==> src/rtl/sokoban_pkg.sv <==
// -----------------------------------------------------------------------------
// sokoban_pkg
//   Shared definitions for the Sokoban map controller: board geometry, move
//   direction codes, move result codes, FSM state encodings and the win rule.
//   No ports (package).
// -----------------------------------------------------------------------------
package sokoban_pkg;

   localparam int GRID  = 8;
   localparam int CELLS = GRID * GRID;
   localparam int IDX_W = 6;

   typedef enum logic [1:0] {
      DIR_UP    = 2'd0,
      DIR_DOWN  = 2'd1,
      DIR_LEFT  = 2'd2,
      DIR_RIGHT = 2'd3
   } dir_e;

   typedef enum logic [1:0] {
      RES_WALK  = 2'd0,
      RES_PUSH  = 2'd1,
      RES_BLOCK = 2'd2
   } res_e;

   typedef enum logic [1:0] {
      S_IDLE   = 2'd0,
      S_EVAL   = 2'd1,
      S_UPDATE = 2'd2,
      S_WIN    = 2'd3
   } state_e;

   // A board is won when at least one box exists and every box sits on a
   // destination cell.
   function automatic logic board_won(input logic [CELLS-1:0] box,
                                      input logic [CELLS-1:0] dst);
      return ((box & ~dst) == '0) && (box != '0);
   endfunction

endpackage

==> src/rtl/sokoban_step_calc.sv <==
// -----------------------------------------------------------------------------
// sokoban_step_calc
//   Combinational neighbour lookup. For a cell index and a direction it gives
//   the target cell one step away and the cell two steps away, plus flags that
//   say whether either of them falls off the 8x8 grid. Row wrap-around is
//   treated as off-grid, never as a neighbouring cell.
// Ports:
//   idx   in  6  current cell {row, col}
//   dir   in  2  move direction code (DIR_*)
//   t     out 6  target cell (meaningless when t_off)
//   b     out 6  beyond cell (meaningless when b_off)
//   t_off out 1  target is off-grid
//   b_off out 1  beyond is off-grid
// -----------------------------------------------------------------------------
module sokoban_step_calc
   import sokoban_pkg::*;
(
   input  logic [IDX_W-1:0] idx,
   input  logic [1:0]       dir,
   output logic [IDX_W-1:0] t,
   output logic [IDX_W-1:0] b,
   output logic             t_off,
   output logic             b_off
);

   localparam logic [IDX_W-1:0] ROW_STEP = IDX_W'(GRID);
   localparam logic [2:0]       LAST     = 3'(GRID - 1);

   logic [2:0] row;
   logic [2:0] col;

   assign row = idx[5:3];
   assign col = idx[2:0];

   // Index arithmetic wraps modulo 64 when a step leaves the board; the
   // off-grid flags are what make such results irrelevant.
   always_comb begin
      t     = idx;
      b     = idx;
      t_off = 1'b0;
      b_off = 1'b0;
      case (dir)
         DIR_UP: begin
            t     = idx - ROW_STEP;
            b     = idx - (ROW_STEP << 1);
            t_off = (row == 3'd0);
            b_off = (row <= 3'd1);
         end
         DIR_DOWN: begin
            t     = idx + ROW_STEP;
            b     = idx + (ROW_STEP << 1);
            t_off = (row == LAST);
            b_off = (row >= LAST - 3'd1);
         end
         DIR_LEFT: begin
            t     = idx - 6'd1;
            b     = idx - 6'd2;
            t_off = (col == 3'd0);
            b_off = (col <= 3'd1);
         end
         DIR_RIGHT: begin
            t     = idx + 6'd1;
            b     = idx + 6'd2;
            t_off = (col == LAST);
            b_off = (col >= LAST - 3'd1);
         end
         default: ;
      endcase
   end

endmodule

==> src/rtl/sokoban_map_ctrl.sv <==
// -----------------------------------------------------------------------------
// sokoban_map_ctrl
//   Owner of the 8x8 Sokoban game state. Loads levels, resolves single-step
//   moves (walk / push one box / blocked), counts successful steps and flags
//   the win condition. Writer side of the map interface read by render layers.
// Ports:
//   clk, rst_n                      clock, async active-low reset
//   load_valid/load_ready           level load handshake
//   load_man, load_box/way/wall/dst initial level contents
//   move_valid/move_ready, move_dir move request handshake (0 up,1 dn,2 l,3 r)
//   move_done, move_result          one-cycle resolution pulse and result code
//   man, box, way, wall, destination board state
//   steps                           successful moves since load (saturating)
//   win                             all boxes on destinations
// -----------------------------------------------------------------------------
module sokoban_map_ctrl
   import sokoban_pkg::*;
#(
   parameter int STEP_W = 10
) (
   input  logic               clk,
   input  logic               rst_n,
   input  logic               load_valid,
   output logic               load_ready,
   input  logic [IDX_W-1:0]   load_man,
   input  logic [CELLS-1:0]   load_box,
   input  logic [CELLS-1:0]   load_way,
   input  logic [CELLS-1:0]   load_wall,
   input  logic [CELLS-1:0]   load_dst,
   input  logic               move_valid,
   input  logic [1:0]         move_dir,
   output logic               move_ready,
   output logic               move_done,
   output logic [1:0]         move_result,
   output logic [IDX_W-1:0]   man,
   output logic [CELLS-1:0]   box,
   output logic [CELLS-1:0]   way,
   output logic [CELLS-1:0]   wall,
   output logic [CELLS-1:0]   destination,
   output logic [STEP_W-1:0]  steps,
   output logic               win
);

   function automatic logic [STEP_W-1:0] sat_inc(input logic [STEP_W-1:0] v);
      return (&v) ? v : v + STEP_W'(1);
   endfunction

   state_e             state_q;
   state_e             state_d;

   // chk_pend marks the cycle right after a load or a move update, during
   // which win is re-evaluated from the freshly written box map. Moves are
   // held off for that cycle so a win can never race a new move.
   logic               chk_pend;

   logic [1:0]         dir_p0;
   res_e               res_p1;
   logic [IDX_W-1:0]   t_p1;
   logic [IDX_W-1:0]   b_p1;

   logic [IDX_W-1:0]   t_cell;
   logic [IDX_W-1:0]   b_cell;
   logic               t_off;
   logic               b_off;
   res_e               res_d;
   logic               load_fire;
   logic               move_fire;
   logic               won_now;

   assign load_ready = (state_q == S_IDLE) || (state_q == S_WIN);
   assign move_ready = (state_q == S_IDLE) && !load_valid && !chk_pend;
   assign load_fire  = load_valid && load_ready;
   assign move_fire  = move_valid && move_ready;
   assign won_now    = board_won(box, destination);

   sokoban_step_calc u_step_calc (
      .idx   (man),
      .dir   (dir_p0),
      .t     (t_cell),
      .b     (b_cell),
      .t_off (t_off),
      .b_off (b_off)
   );

   always_comb begin
      res_d = RES_WALK;
      if (t_off || wall[t_cell]) begin
         res_d = RES_BLOCK;
      end else if (box[t_cell] && (b_off || wall[b_cell] || box[b_cell])) begin
         res_d = RES_BLOCK;
      end else if (box[t_cell]) begin
         res_d = RES_PUSH;
      end
   end

   always_comb begin
      state_d = state_q;
      case (state_q)
         S_IDLE: begin
            if (load_valid) begin
               state_d = S_IDLE;
            end else if (chk_pend && won_now) begin
               state_d = S_WIN;
            end else if (move_fire) begin
               state_d = S_EVAL;
            end
         end
         S_EVAL:   state_d = S_UPDATE;
         S_UPDATE: state_d = S_IDLE;
         S_WIN: begin
            if (load_valid) begin
               state_d = S_IDLE;
            end
         end
         default:  state_d = S_IDLE;
      endcase
   end

   always_ff @(posedge clk or negedge rst_n) begin
      if (!rst_n) begin
         state_q <= S_IDLE;
      end else begin
         state_q <= state_d;
      end
   end

   always_ff @(posedge clk or negedge rst_n) begin
      if (!rst_n) begin
         chk_pend    <= 1'b0;
         dir_p0      <= 2'd0;
         res_p1      <= RES_WALK;
         t_p1        <= '0;
         b_p1        <= '0;
         man         <= '0;
         box         <= '0;
         way         <= '0;
         wall        <= '0;
         destination <= '0;
         steps       <= '0;
         win         <= 1'b0;
         move_done   <= 1'b0;
         move_result <= RES_WALK;
      end else begin
         move_done <= 1'b0;
         if (load_fire) begin
            man         <= load_man;
            box         <= load_box;
            way         <= load_way;
            wall        <= load_wall;
            destination <= load_dst;
            steps       <= '0;
            move_result <= RES_WALK;
            win         <= 1'b0;
            chk_pend    <= 1'b1;
         end else begin
            chk_pend <= 1'b0;
            if (chk_pend) begin
               win <= won_now;
            end

            // p0: direction captured at the move handshake
            if (move_fire) begin
               dir_p0 <= move_dir;
            end

            case (state_q)
               // p1: decision and cell indices registered in S_EVAL
               S_EVAL: begin
                  res_p1 <= res_d;
                  t_p1   <= t_cell;
                  b_p1   <= b_cell;
               end
               // p2: board update and result report in S_UPDATE
               S_UPDATE: begin
                  move_done   <= 1'b1;
                  move_result <= res_p1;
                  chk_pend    <= 1'b1;
                  if (res_p1 != RES_BLOCK) begin
                     man   <= t_p1;
                     steps <= sat_inc(steps);
                  end
                  if (res_p1 == RES_PUSH) begin
                     box[t_p1] <= 1'b0;
                     box[b_p1] <= 1'b1;
                  end
               end
               default: ;
            endcase
         end
      end
   end

endmodule

==> config.mk <==
export PLATFORM = sky130hd
export DESIGN_NAME = sokoban_map_ctrl
export DESIGN_NICKNAME = d
export VERILOG_FILES = /design/src/rtl/sokoban_pkg.sv /design/src/rtl/sokoban_step_calc.sv /design/src/rtl/sokoban_map_ctrl.sv
export SDC_FILE = /design/constraint.sdc
export NUM_CORES = 1
export LEC_CHECK = 0
export BUFFER_PORTS_ARGS = -buffer_cell sky130_fd_sc_hd__buf_2
export CORE_AREA = 8 8 205 207
export CTS_CLUSTER_DIAMETER = 50
export DETAILED_ROUTE_END_ITERATION = 8
export DIE_AREA = 0 0 213 215
export HOLD_SLACK_MARGIN = 0.12
export PLACE_DENSITY_LB_ADDON = 0.2
export SYNTH_ARGS = -nofsm -noshare
export SYNTH_HDL_FRONTEND = slang
export SYNTH_SLANG_ARGS = --single-unit
==> constraint.sdc <==
create_clock -name clk -period 5.6 [get_ports clk]
set_input_delay 0.84 -clock clk [delete_from_list [all_inputs] [get_ports clk]]
set_output_delay 0.84 -clock clk [all_outputs]
set_load 0.03 [all_outputs]
==> Word-level counts from Yosys, hierarchy flattened <==
Cells that the tools add are included.
{ "totals": {"register_bits": 295, "output_inout_bits": 278, "wordCells": 126} }
{ "op_classes": {"addsub": 9, "order_cmp": 10, "eq_ne": 13, "muxes": 41, "bitwise_logic": 6, "reduce_logical": 32} }
{ "ops": {"columns": ["operator", "count"], "rows": [
  ["$mux W64", 3],
  ["$and A64 B64 Y64", 2],
  ["$not A64 Y64", 2],
  ["$logic_not A64 Y1", 1],
  ["$or A64 B64 Y64", 1],
  ["$reduce_bool A64 Y1", 1],
  ["$pmux W6 S4", 2],
  ["$mux W10", 4],
  ["$lt A6 B7 Y1 const B", 4],
  ["$bmux W1 S6", 4],
  ["$mux W6", 3],
  ["$mux W2", 8],
  ["$demux W1 S6", 2],
  ["$ge A6 B1 Y1 const B", 2],
  ["$mux W1", 12],
  ["$add A10 B1 Y10 const B", 1],
  ["$reduce_and A10 Y1", 1],
  ["$reduce_and A2 Y1", 5],
  ["$logic_and A1 B1 Y1", 9],
  ["$eq A2 B2 Y1 const B", 4],
  ["$pmux W1 S4", 2],
  ["$pmux W2 S4", 1],
  ["$reduce_bool A2 Y1", 4],
  ["$add A6 B1 Y6 const B", 1],
  ["19 further kinds", 32]
]} }

==> Logic depth before layout (Yosys ltp) <==
Gate-level depths: netlist of run 1.
{ "depth": {"ltp_word": 10, "mapped_depth": 17} }

==> Cells and area by module <==
From an unflattened synthesis of run 1, not the netlist that was laid out.
{ "unflattened": {"hier_cells": 1874, "area_unflattened_um2": 15651.3} }
{ "by_module_without_submodules": {"columns": ["mod", "n_inst", "cells_each", "area_each_um2", "seq_area_each_um2"], "rows": [
  ["sokoban_map_ctrl", 1, 1797, 15078.2, 7382.1],
  ["sokoban_step_calc", 1, 77, 573.0, 0.0]
]} }

==> Worst setup path before layout of run 1 <==
OpenSTA, ideal clock, no wires.
{ "synth_timing": {"kind": "reg-to-reg", "startpoint": "register dir_p0[1]", "endpoint": "register res_p1[0]", "setup_ps": 95, "arrival_ps": 3504, "required_ps": 5505, "slack_ps": 2001, "stages_incl_launch_ff": 16, "period_less_slack_ps": 3599, "path_cell_list": "dfrtp_1 > buf_6 > buf_6 > buf_2 > buf_1 > nand2_1 > fa_1 > mux2i_4 > buf_6 > buf_6 > mux4_2 > a211oi_2 > a31oi_1 > a311oi_1 > o211ai_1 > o31ai_1"} }
{ "synth_via": {"elab_chain_cells": 9} }
{ "synth_lines": {"columns": ["item", "line_no", "rtl"], "rows": [
  ["start, declared", "sokoban_map_ctrl.sv:56", "logic [1:0] dir_p0;"],
  ["start signal, assigned", "sokoban_map_ctrl.sv:163", "dir_p0 <= move_dir;"],
  ["$eq A2 B2 Y1 (tied with other cells)", "sokoban_step_calc.sv:42", "case (dir)"],
  ["$pmux W6 S4", "sokoban_step_calc.sv:42", null],
  ["$bmux W1 S6", "sokoban_map_ctrl.sv:89", "end else if (box[t_cell] && (b_off || wall[b_cell] || box[b_cell])) begin"],
  ["$mux W1 (implied by the code)", "sokoban_map_ctrl.sv:89", null],
  ["$logic_or A1 B1 Y1 (2 in a row)", "sokoban_map_ctrl.sv:89", null],
  ["$logic_and A1 B1 Y1", "sokoban_map_ctrl.sv:89", null],
  ["$mux W2", "sokoban_map_ctrl.sv:89", null],
  ["$mux W2 (*)", "sokoban_map_ctrl.sv:87", "if (t_off || wall[t_cell]) begin"],
  ["end signal, assigned", "sokoban_map_ctrl.sv:169", "res_p1 <= res_d;"],
  ["end, declared", "sokoban_map_ctrl.sv:57", "res_e res_p1;"]
]} }
Mark *: on every way between the ends. The rest lies on a longest branch, timed or not. The select of a mux whose other input is x is not followed.
A chain may end at the register's enable or synchronous reset.

==> Final worst setup path of run 1 <==
{ "layout_timing": {"startpoint": "register dir_p0[0]", "endpoint": "register res_p1[0]"} }
The elaborated chain is that of the path after synthesis.

==> results.sh, run 1 <==
export IMPL_status="finished clean"
export IMPL_place_hpwl_um=55400
export IMPL_overflow=0
export IMPL_fillers=3786
export IMPL_synthTopCellsByArea="dfrtp_1 (47%), nand2_1 (14%), a21oi_1 (5.6%), o21ai_0 (5.2%), mux4_2 (3.9%)"
export IMPL_rsz0062_at_grt="false"
export IMPL_synth_common_cells="nand2_1 (600), dfrtp_1 (295), a21oi_1 (176), o21ai_0 (162), nor3_1 (102)"
export IMPL_critPathLaunchType="register"
export IMPL_ir_worst_vdd_v=0.000367
export IMPL_stdcell_area_um2=20200
export IMPL_r2r_start="dir_p0[0]"
export IMPL_ys_seq_area_share_pct=47.0
export IMPL_cts_tree="built"
export IMPL_syn_area_um2=15700
export IMPL_whs_ns=0.282
export IMPL_clkSinkCount=295
export IMPL_grt_pass1_vias=16225
export IMPL_cp_arrival_ns=4.20
export IMPL_routed_via_count=16436
export IMPL_maxCapViolCount=0
export IMPL_path_max_fanout=16
export IMPL_finalMaxSlewViolations=0
export IMPL_path_clk_slew_ns=0.06
export IMPL_die_x_um=213
export IMPL_critical_path_class="reg -> reg"
export IMPL_ys_ff_latch=295
export IMPL_first_pass_iters=6
export IMPL_drt_wl_total_um=74800
export IMPL_numCtsBuffers=41
export IMPL_synth_edff_count=0
export IMPL_fin_crit_sh_pct=66.9
export IMPL_ant_nets=0
export IMPL_crit_end="res_p1[0]"
export IMPL_worst_slew_pin_transition_ns=1.03
export IMPL_relSlewSlack_pct=31.2
export IMPL_root_buffer="clkbuf_16"
export IMPL_fmax_mhz=267
export IMPL_reg2reg_to="res_p1[0]"
export IMPL_track_usage_pct=32.0
export IMPL_syn_area_per_cell_um2=8.34
export IMPL_core_um2=39000
export IMPL_tns_ns=0
export IMPL_synth_top_area_share_pct=47.0
export IMPL_avgRoutedWirePerCell_um=25.6
export IMPL_cp_end_kind="register"
export IMPL_synthCells=1882
export IMPL_cts_resized=0
export IMPL_num_nets_final=2640
export IMPL_async_reset_ff_share_pct=100
export IMPL_grt_max_degree=218
export IMPL_final_cells=2920
export IMPL_crit_start="dir_p0[0]"
export IMPL_drive_gt1_share_pct=28.7
export IMPL_start_util_pct=40.3
export IMPL_syn_nets=2166
export IMPL_die_height_um=215
export IMPL_post_cts_setup_buffers=0
export IMPL_ys_flop_type="dfrtp_1"
export IMPL_ioPinCount=546
export IMPL_yosysWarnings=0
export IMPL_hold_path_class="in -> async"
export IMPL_postPlaceCellArea_um2=18700
export IMPL_drc=0
export IMPL_power_density_nw_per_um2=846
export IMPL_finalCriticalPeriod_ns=3.74
export IMPL_initialDrtViolationCount=1862
export IMPL_clk_path_buf_depth=3
export IMPL_yosysMostFrequentCell="nand2_1"
export IMPL_insertion_delay_ns=0.56
export IMPL_holdBufCountCts=0
export IMPL_area_delta_synth_final_pct=28.8
export IMPL_cts_max_level=2
export IMPL_clock_skew_ns=0.0127
export IMPL_p_total_mw=17.1
export IMPL_grt_first_pass_wirelength_um=109000
export IMPL_port_buffers=545
export IMPL_yosys_area_top_type="dfrtp_1"
export IMPL_hold_violations=0
export IMPL_rows=73
export IMPL_crit_required_ns=6.05
export IMPL_crit_path_cell_trace="nand2_1 > fa_1 > mux2i_4 > buf_4 > mux4_2 > a211oi_2 > a31oi_1 > a311oi_1 > o211ai_1 > o31ai_1"
export IMPL_dp_cells=2838
export IMPL_finalSetupViolations=0
export IMPL_rr_worst_depth=10
export IMPL_die_area_um2=45800
export IMPL_power_leakage_nw=10.2
export IMPL_critPathMaxStageDelay_ns=0.60
export IMPL_routed_via_density=5.63
export IMPL_yosysUniqueCellTypes=54
export IMPL_gp_congestion=0.930
export IMPL_antenna_found_initial=14
export IMPL_critPathSlowestCell="dfrtp_1"
export IMPL_rrSetupSlack_ns=1.86
==> worst max-delay path: cells and delay by family (launching register included) <==
family / cells / cell delay [ns]
AO/OA/AOI/OAI: 5 / 1.03
adder cells (fa/ha/maj): 1 / 0.53
buffers and inverters: 1 / 0.31
flip-flops: 1 / 0.60
multiplexers: 2 / 0.88
AND/OR/NAND/NOR: 1 / 0.28
==> registers in the layout, summed over array words and instances, names as in the netlist, 6 cells and up <==
signal and count:
way 64, man 6, steps 10, wall 64
destination 64, box 64, t_p1 6, b_p1 6
==> worst min-delay path by stage <==
stage                           to  startpoint  cells past startpoint
floorplan           move_result[1]   res_p1[1]                      2
global placement            way[2]      way[2]                      2
detailed placement          way[2]      way[2]                      2
CTS                       steps[4]       rst_n                      1
global route              steps[4]       rst_n                      1
finish                    steps[4]       rst_n                      1
==> area by class of cell <==
cell class	instances	area [um2]	area share (%)
Multi-Input combinational cell	1383	7510	37.1
Clock inverter	25	345	1.71
Sequential cell	295	7380	36.5
Inverter	69	259	1.28
Timing Repair Buffer	566	2930	14.5
Clock buffer	50	1120	5.55
Antenna cell	7	17.5	0.0866
Tap cell	525	657	3.25
==> layer usage <==
metal  up-vias  global-route usage, %  wire, um
met5         -                      0        84
met4        14                   15.0      3930
met3       259                   8.99      7460
met2       951                   51.6     35200
met1      7815                   39.1     28100
li1       7397                      -         -
==> placed cells by master (no fill, tap or decap), types with 5 or more instances in the layout <==
| cell | instances |
|---|---|
| o2111ai_1 | 8 |
| and2_1 | 5 |
| clkinv_2 | 5 |
| ha_1 | 14 |
| diode_2 | 7 |
| nor2_1 | 60 |
| bufinv_16 | 7 |
| nor2b_1 | 5 |
| o21ai_0 | 162 |
| mux2i_1 | 27 |
| xor2_1 | 5 |
| buf_2 | 544 |
| nor4_1 | 21 |
| mux4_2 | 27 |
| clkbuf_1 | 5 |
| nand4_1 | 7 |
| inv_1 | 69 |
| clkinvlp_4 | 7 |
| nor3b_1 | 7 |
| nand3_1 | 10 |
| or3_1 | 6 |
| mux4_1 | 6 |
| a31oi_1 | 8 |
| o22ai_1 | 24 |
| clkbuf_16 | 43 |
| a21oi_1 | 176 |
| nand2_1 | 599 |
| nand3b_1 | 12 |
| buf_4 | 18 |
| nor3_1 | 101 |
| nand2b_1 | 7 |
| xnor2_1 | 7 |
| dfrtp_1 | 294 |
| mux2_2 | 7 |
| and3_1 | 5 |
| a211oi_1 | 29 |
==> metrics by stage <==
stage / util, % / setup slack, ns
global placement: 48.1 / 2.01
CTS: 51.8 / 1.90
finish: 51.9 / 1.86
global route: 51.8 / 1.64
detailed placement: 48.1 / 1.93
floorplan: - / 2.00
==> power breakdown <==
| part | total [mW] | leakage [nW] | switching [mW] | internal, mW |
|---|---|---|---|---|
| Combinational | 9.15 | 5.86 | 6.08 | 3.08 |
| Sequential | 5.14 | 3.65 | 2.01 | 3.13 |
| Clock | 2.81 | 0.700 | 1.04 | 1.77 |
| Total | 17.1 | 10.2 | 9.13 | 7.97 |
==> cells by family after synthesis <==
kind of cell	Yosys count	synth area share, %
and+or+nand+nor	858	23.0
AOI/OAI and AO/OA	426	14.9
DFF	295	47.0
buffers and inverters	204	5.40
muxes	68	7.24
adders and majority gates	16	1.37
xor gates and xnor gates	15	1.05
(Power assumes the default switching activity.)
==> inputs of run 2 (changes only) <==
Settings changed: CORE_AREA 8 8 205 207 to 8 8 207 209, DIE_AREA 0 0 213 215 to 0 0 215 217.
Clock period 5.6 ns to 3.9 ns, I/O delays scaled along.
==> results.sh, run 2 (same netlist as run 1, synthesis figures left out) <==
export IMPL_place_hpwl_um=57000
export IMPL_routed_via_count=16382
export IMPL_final_common_cell="nand2_1"
export IMPL_port_buffers=545
export IMPL_die_area_um2=46700
export IMPL_maxCapViolCount=0
export IMPL_die_height_um=217
export IMPL_tns_ns=0
export IMPL_clkSinkCount=295
export IMPL_worst_slew_pin_transition_ns=1.09
export IMPL_num_nets_final=2662
export IMPL_start_util_pct=39.8
export IMPL_ir_worst_vdd_v=0.000720
export IMPL_track_usage_pct=31.1
export IMPL_overflow=0
export IMPL_initialDrtViolationCount=1708
export IMPL_path_max_fanout=16
export IMPL_cp_end_kind="register"
export IMPL_insertion_delay_ns=0.56
export IMPL_routed_via_density=5.58
export IMPL_path_clk_slew_ns=0.05
export IMPL_cts_max_level=2
export IMPL_root_buffer="clkbuf_16"
export IMPL_dp_cells=2861
export IMPL_finalMaxSlewViolations=0
export IMPL_cts_tree="built"
export IMPL_critPathLaunchType="register"
export IMPL_fin_util_pct=51.8
export IMPL_whs_ns=0.120
export IMPL_grt_pass1_vias=16223
export IMPL_drive_gt1_share_pct=29.3
export IMPL_ioPinCount=546
export IMPL_cts_resized=0
export IMPL_grt_max_degree=185
export IMPL_fin_crit_sh_pct=83.4
export IMPL_antenna_found_initial=10
export IMPL_post_cts_setup_buffers=0
export IMPL_clk_path_buf_depth=3
export IMPL_power_leakage_nw=10.4
export IMPL_clock_skew_ns=0.0198
export IMPL_fmax_mhz=307
export IMPL_grt_first_pass_wirelength_um=109000
export IMPL_cp_arrival_ns=3.71
export IMPL_hold_violations=0
export IMPL_core_um2=39500
export IMPL_finalSetupViolations=0
export IMPL_holdBufCountCts=0
export IMPL_rsz0062_at_grt="false"
export IMPL_area_delta_synth_final_pct=30.2
export IMPL_die_x_um=215
export IMPL_critical_path_class="reg -> reg"
export IMPL_avgRoutedWirePerCell_um=25.7
export IMPL_finalCriticalPeriod_ns=3.25
export IMPL_gp_congestion=0.951
export IMPL_first_pass_iters=6
export IMPL_numCtsBuffers=40
export IMPL_hold_path_class="in -> async"
export IMPL_drt_wl_total_um=75500
export IMPL_final_cells=2938
export IMPL_ant_nets=0
export IMPL_crit_required_ns=4.35
export IMPL_relSlewSlack_pct=27.6
export IMPL_rows=73
export IMPL_power_density_nw_per_um2=1210
export IMPL_most_common_layout_cells="nand2_1 (599), buf_2 (544), dfrtp_1 (294)"
export IMPL_status="finished clean"
export IMPL_drc=0
## run 2: cell types whose count changed in the layout (fill, tap and decap cells not counted), moves of 3 or more
| cell | change |
|---|---|
| buf_4 | +16 |
| buf_12 | +7 |
| clkinvlp_4 | -4 |
| diode_2 | -3 |
| inv_6 | +3 |
## run 2: worst paths after layout
check	startpoint	end	slack, ns	cells after the start
worst min register to register	way[41]	way[41]	0.47	2
worst min-delay path	rst_n	steps[7]	0.12	1
max in group asynchronous	rst_n	way[35]	2.81	2
min in group clk	load_way[29]	way[29]	0.21	3
worst max-delay path	dir_p0[1]	res_p1[0]	0.65	11
worst max register to register	dir_p0[1]	res_p1[0]	0.65	11
## run 2: power breakdown
| part | internal (mW) | switching (mW) |
|---|---|---|
| Clock | 2.45 | 1.49 |
| Sequential | 4.50 | 2.60 |
| Combinational | 4.66 | 9.08 |
| Total | 11.6 | 13.2 |
## run 2: layer usage
metal	vias up	routed length [um]	track usage (%)
li1	7424	-	-
met1	7825	28600	37.8
met2	903	36600	52.6
met3	224	6720	6.91
met4	6	3560	14.0
met5	-	43	0
## run 2: cell type report
type | count | area [um2]
Inverter | 69 | 259
Tap cell | 525 | 657
Clock buffer | 49 | 1110
Clock inverter | 24 | 322
Antenna cell | 4 | 10.0
Multi-Input combinational cell | 1383 | 7510
Timing Repair Buffer | 589 | 3190
Fill cell | 3832 | 19000
Sequential cell | 295 | 7380
## run 2: critical path, cell delays in order (launching register included)
cell	delay (ns)
dfrtp_1	0.47
nand2_1	0.24
fa_1	0.53
mux2i_4	0.19
buf_4	0.29
mux4_2	0.33
and2_1	0.17
a211oi_2	0.19
a31oi_1	0.06
a311oi_1	0.27
o211ai_1	0.15
o31ai_1	0.26
## run 2: stage by stage
stage | area [um2] | setup WS (ns) | power [mW]
2_1_floorplan | 15700 | 0.301 | 15.4
3_3_place_gp | 19000 | 0.770 | 20.5
5_1_grt | 20400 | 0.457 | 26.1
6_report | 20400 | 0.648 | 24.8
3_5_place_dp | 19000 | 0.663 | 20.7
4_1_cts | 20400 | 0.647 | 24.7
